**src/rtl/dmem_arbiter.sv**
```systemverilog
// Clear sequencer and round-robin two-port arbiter in front of the data memory.
// The sweep writes each word with its own address; otherwise ports 0/1 share the memory port.
module dmem_arbiter #(
   parameter int ADDR_W = 8,
   parameter int DATA_W = 32,
   parameter int DEPTH  = 256
) (
   input  logic              clk,
   input  logic              reset,
   input  logic              clear_start,
   output logic              busy,
   input  logic              req0,
   input  logic              we0,
   input  logic [ADDR_W-1:0] addr0,
   input  logic [DATA_W-1:0] wdata0,
   output logic              gnt0,
   output logic              rvalid0,
   output logic [DATA_W-1:0] rdata0,
   input  logic              req1,
   input  logic              we1,
   input  logic [ADDR_W-1:0] addr1,
   input  logic [DATA_W-1:0] wdata1,
   output logic              gnt1,
   output logic              rvalid1,
   output logic [DATA_W-1:0] rdata1,
   output logic              mem_wr,
   output logic [ADDR_W-1:0] mem_addr,
   output logic [DATA_W-1:0] mem_bin,
   input  logic [DATA_W-1:0] mem_dataout
);

   typedef enum logic {
      S_CLEAR,
      S_ARB
   } state_t;

   localparam logic [ADDR_W-1:0] CNT_LAST = ADDR_W'(DEPTH - 1);

   state_t            state;
   state_t            state_nx;
   logic [ADDR_W-1:0] cnt;
   logic [ADDR_W-1:0] cnt_nx;
   logic              last_gnt;
   logic              last_gnt_nx;

   // State, sweep counter and last-grant pointer; pointer starts at 1 so port 0 wins first.
   always_ff @(posedge clk or posedge reset) begin
      if (reset) begin
         state    <= S_CLEAR;
         cnt      <= '0;
         last_gnt <= 1'b1;
      end else begin
         state    <= state_nx;
         cnt      <= cnt_nx;
         last_gnt <= last_gnt_nx;
      end
   end

   // Next state, sweep drive and arbitration; reset overrides writes and grants.
   always_comb begin
      state_nx    = state;
      cnt_nx      = cnt;
      last_gnt_nx = last_gnt;
      busy        = 1'b0;
      gnt0        = 1'b0;
      gnt1        = 1'b0;
      mem_wr      = 1'b0;
      mem_addr    = '0;
      mem_bin     = '0;
      unique case (state)
         S_CLEAR: begin
            busy     = 1'b1;
            mem_wr   = 1'b1;
            mem_addr = cnt;
            mem_bin  = DATA_W'(cnt);
            cnt_nx   = cnt + 1'b1;
            if (cnt == CNT_LAST) begin
               state_nx = S_ARB;
               cnt_nx   = '0;
            end
         end
         S_ARB: begin
            if (clear_start) begin
               state_nx = S_CLEAR;
               cnt_nx   = '0;
            end else begin
               gnt0 = req0 & (~req1 | last_gnt);
               gnt1 = req1 & (~req0 | ~last_gnt);
               unique case (1'b1)
                  gnt0: begin
                     mem_wr      = we0;
                     mem_addr    = addr0;
                     mem_bin     = wdata0;
                     last_gnt_nx = 1'b0;
                  end
                  gnt1: begin
                     mem_wr      = we1;
                     mem_addr    = addr1;
                     mem_bin     = wdata1;
                     last_gnt_nx = 1'b1;
                  end
                  default: begin
                     mem_wr = 1'b0;
                  end
               endcase
            end
         end
      endcase
      if (reset) begin
         busy   = 1'b1;
         mem_wr = 1'b0;
         gnt0   = 1'b0;
         gnt1   = 1'b0;
      end
   end

   // Port 0 read return: capture memory data on a read grant, valid for one cycle.
   always_ff @(posedge clk or posedge reset) begin
      if (reset) begin
         rvalid0 <= 1'b0;
         rdata0  <= '0;
      end else begin
         rvalid0 <= gnt0 & ~we0;
         if (gnt0 & ~we0) begin
            rdata0 <= mem_dataout;
         end
      end
   end

   // Port 1 read return: capture memory data on a read grant, valid for one cycle.
   always_ff @(posedge clk or posedge reset) begin
      if (reset) begin
         rvalid1 <= 1'b0;
         rdata1  <= '0;
      end else begin
         rvalid1 <= gnt1 & ~we1;
         if (gnt1 & ~we1) begin
            rdata1 <= mem_dataout;
         end
      end
   end

endmodule

```
**config.mk**
```make
export PLATFORM = sky130hd
export DESIGN_NAME = dmem_arbiter
export DESIGN_NICKNAME = d
export VERILOG_FILES = /design/src/rtl/dmem_arbiter.sv
export SDC_FILE = /design/constraint.sdc
export NUM_CORES = 1
export LEC_CHECK = 0
export CORE_MARGIN = 2
export CORE_UTILIZATION = 25
export CTS_CLUSTER_SIZE = 20
export DETAILED_ROUTE_END_ITERATION = 16
export SYNTH_ARGS = -nofsm -noshare
export SYNTH_HDL_FRONTEND = slang
export SYNTH_SLANG_ARGS = --single-unit
```
**constraint.sdc**
```tcl
create_clock -name clk -period 9.6 [get_ports clk]
set_input_delay 1.92 -clock clk [delete_from_list [all_inputs] [get_ports clk]]
set_output_delay 1.92 -clock clk [all_outputs]
set_load 0.02 [all_outputs]
```
# Yosys cells after proc, flatten, opt, wreduce, memory -nomap -nowiden
# Cells that the tools add are included.
dict set report word_totals {
  register_bits 76
  output_inout_bits 110
  wordCells 50
}
dict set report classes {
  n_addsub 1
  eq_ne 2
  mux 25
  bitwise 13
  reduce_logical 2
}
# op n
set ops {}
lappend ops {{32-bit one-hot mux with 2 select lines} 2}
lappend ops {{8-bit one-hot mux with 2 select lines} 3}
lappend ops {{32-bit 2-to-1 mux} 1}
lappend ops {{8-bit 2-to-1 mux} 3}
lappend ops {{1-bit 2-to-1 mux} 12}
lappend ops {{8-bit by 1-bit adder with 8-bit output (second input constant)} 1}
lappend ops {{8-bit equality test (second input constant)} 1}
lappend ops {{1-bit one-hot mux with 2 select lines} 4}
lappend ops {{1-bit inverter} 7}
lappend ops {{1-bit bitwise AND} 4}
lappend ops {{3-bit AND reduction} 1}
lappend ops {{2-bit != test (second input constant)} 1}
lappend ops {{1-bit bitwise OR} 2}
lappend ops {{2-bit nonzero test} 1}

# Logic depth before layout (Yosys ltp)
dict set report depth {
  depth_word 7
  depth_mapped 6
}

# Least setup slack after synthesis
# Ideal clock, no wire load.
dict set report synth_path {
  kind {in2out}
  start {input reset}
  end {output busy}
  t_arrival_ns 3.997
  required_time_ns 7.680
  path_slack_ns 3.683
  stages 2
  n_path_buf 0
  path_cell_list {inv_1 > nand2_1}
}
dict set report synth_between {
  elab_chain_len 1
}
# item line
set synth_lines {}
lappend synth_lines {{start, declared} 9} ;# input logic reset,
lappend synth_lines {{1-bit 2-to-1 mux} 109} ;# if (reset) begin
lappend synth_lines {{end, declared} 11} ;# output logic busy,
# No other way between the ends.

# Final worst setup path
dict set report layout_path {
  start {input clear_start}
  end {output mem_bin[9]}
}
dict set report layout_between {
  elab_chain_len 2
}
# item line
set layout_lines {}
lappend layout_lines {{start, declared} 10} ;# input logic clear_start,
lappend layout_lines {{32-bit 2-to-1 mux} 83} ;# if (clear_start) begin
lappend layout_lines {{32-bit one-hot mux with 2 select lines} 70} ;# unique case (state)
lappend layout_lines {{end, declared} 28} ;# output logic [DATA_W-1:0] mem_bin,
# No other way between the ends.

==> summary.txt <==
Outcome
  – Run status: completed

Timing
  – Worst-case clock skew: 0.00759 ns
  – Max-slew violations: 0
  – Worst rel slew slack: 50.5%
  – Total Neg Setup Slack: 0 ns
  – Tcrit/Tclk final: 65.4%
  – RSZ-0062 raised after global routing: false
  – Hold Violations, Final: 0
  – Worst Tran Pin Value: 0.742 ns
  – Min cycle time layout: 6.28 ns
  – Number of setup violations in the final report: 0
  – Fmax: 0.159 GHz

Die
  – Die area: 15300 sq um
  – Chip Height: 124 microns
  – Row Count: 43
  – Initial Utilization: 25.7%
  – Boundary Pins: 229
  – Die W: 124 microns
  – Core footprint: 13900 sq um

Worst setup path
  – Worst path most repeated cell: clkdlybuf4s50_1
  – WP data arrival: 4.36 ns
  – WP data required: 7.68 ns
  – Critical Path Start Type: input pin
  – Max incr delay on CP: 0.61 ns
  – Buffers and inverters on the worst path: 3
  – Critical path's top delay family: buffers and inverters
  – Crit-path slowest cell: clkdlybuf4s50_1
  – CP cell instances: clkdlybuf4s50_1 -> nor2b_2 -> and3_1 -> buf_4 -> a22o_1 -> clkdlybuf4s50_1
  – Setup CP Type: in2out
  – Critical Path Fanout Max: 40
  – Worst setup EP type: primary output

Routing
  – ANT nets after route: 0
  – WL/cell: 17.0 microns
  – DR iter-0 viols: 92
  – Via-to-Cell Ratio: 4.66
  – DR DRC count: 0
  – Final wirelength: 11.4 mm
  – Drt pass-1 iters: 4
  – Vias: 3124

Min path
  – Hold/Removal Path Class: reg2reg

Clocking
  – CTS resizes: 0
  – # clock sinks: 76
  – Post-CTS Repair Setup Buffers: 0
  – Worst-Skew Late Latency: 0.33 ns
  – CTS max path bufs: 2
  – CTS tree: built
  – Cts bufs inserted: 9
  – Htree depth: 3
  – Worst-path clk slew: 0.05 ns
  – Hold Buf Count CTS: 0
  – CTS root buffer: clkbuf_16

Finish
  – Most common cell after layout, fill and taps aside: clkdlybuf4s50_1
  – Share of layout cells above drive strength 1: 17.7%
  – Fill cells: 1269
  – Layout area overhead: 75.4%
  – Diode count: 0
  – Commonest cells after routing, fill and taps aside: clkdlybuf4s50_1, dfrtp_1, mux2_2, a22o_1, a221o_1
  – Post-layout util: 45.0%
  – Finished Cell Area: 6270 sq um
  – Multi-input gate area: 1500 sq um
  – Nets: 607
  – Storage element area: 1900 sq um

Yosys
  – Post-Syn Area: 3580 sq um
  – Post-synth ARST share: 100%
  – Synth cell types: 35
  – Syn. warnings: 0
  – Post-synthesis cell count: 264
  – Number of flops mapped to enable cells by yosys: 0
  – Top FF cell, synth: dfrtp_1
  – #FFs+latches synth: 76
  – Post-Syn Area per Cell: 13.5 sq um
  – Net Count, Synth: 384
  – Sequential share of the synthesized area: 53.2%

Pwr
  – Leakage: 2.70 nW
  – Pwr dens: 197 nW/um^2
  – Peak VDD IR: 0.0841 mV

Placed design
  – Post-DP Area: 5950 sq um
  – Hpwl dp: 8.76 mm
  – Placer Congestion: 0.757
  – Port Buf Inserts: 228

Global route
  – Largest net degree at the start of global routing: 59
  – Vias in the first global route: 3174
  – Antenna violations before repair: 0
  – GR Util All Layers: 14.4%
  – First-pass GRT wire length: 16.7 mm
  – Grt total ovfl: 0

Flow run
  – Max_cap viols: 0
==> cell type report <==
cell class                      instances  area share, %
Sequential cell                        76           30.3
Clock inverter                          5           1.36
Timing Repair Buffer                  231           36.8
Inverter                                4          0.259
Tap cell                              180           3.59
Clock buffer                           10           3.81
Multi-Input combinational cell        165           23.9
==> layer usage <==
layer	GRT usage, %	vias to the layer above	part of all wire (%)	wire, microns
met5	0	-	0	0
met4	4.40	0	0.96	110
met3	4.67	10	9.5	1080
met2	26.3	146	52	5930
met1	15.7	1523	38	4290
li1	-	1445	-	-
==> stage by stage <==
stage               hold WS, ns  setup slack (ns)  total power (W)  std cells
floorplan                 0.483              3.68         0.000643        264
global placement          0.475              3.33         0.000874        656
detailed placement        0.489              3.29         0.000881        656
CTS                       0.506              3.29          0.00125        671
global route              0.520              3.13          0.00130        671
finish                    0.496              3.32          0.00123        671
==> worst reg2reg max path, cell delays in order (launching register included) <==
cell,delay [ns]
dfrtp_1,0.75
nor2b_2,0.60
nand4_4,0.68
mux2_1,0.59
==> state kept, by name, summed over array words and instances, names as in the netlist <==
| name | flops |
|---|---|
| cnt | 8 |
| last_gnt | 1 |
| rdata0 | 32 |
| rvalid0 | 1 |
| rdata1 | 32 |
| rvalid1 | 1 |
| state | 1 |
==> path summary, 6_finish.rpt <==
kind	slack, ns	from	cells past startpoint	to
max reg2reg	6.87	state$_DFF_PP0_	3	rdata1[25]$_DFFE_PP0P_
min	0.50	rdata1[25]$_DFFE_PP0P_	1	rdata1[25]$_DFFE_PP0P_
min in group asynchronous	2.07	reset	2	cnt[1]$_DFFE_PP0P_
max in group asynchronous	6.49	reset	3	rdata0[23]$_DFFE_PP0P_
min reg2reg	0.50	rdata1[25]$_DFFE_PP0P_	1	rdata1[25]$_DFFE_PP0P_
max	3.32	clear_start	6	mem_bin[9]
==> Yosys cell counts, drive strengths merged, types with 2 or more instances <==
library cell / number / share of area [%]
dfrtp: 75 / 52
mux2: 64 / 20
a22o: 24 / 5.9
a221o: 17 / 4.8
buf: 16 / 4.2
nor2b: 10 / 1.8
nand2: 6 / 0.63
nor2: 6 / 0.63
o21ai: 5 / 0.70
and3: 4 / 0.70
inv: 4 / 0.42
nand3: 4 / 0.56
and2: 3 / 0.52
clkbuf: 3 / 0.31
a21o: 2 / 0.42
a31oi: 2 / 0.35
a32o: 2 / 0.56
nand2b: 2 / 0.42
nand4: 2 / 1.2
o22ai: 2 / 0.35
==> power breakdown <==
part	leakage, nW	switching, W	internal (W)	total (W)
Sequential	1.01	0.0000467	0.000387	0.000433
Combinational	1.54	0.000195	0.000244	0.000439
Clock	0.155	0.000126	0.000234	0.000360
==> logic make-up after synthesis <==
logic type                 Yosys count  synth area share (%)
DFF                                 76                  53.2
AOI/OAI and AO/OA                   59                  14.1
and+or+nand+nor                     41                  7.24
buffers and inverters               23                  4.90
muxes                               64                  20.2
adders and majority gates            1                 0.350
Power figures use the tool's default switching activity.
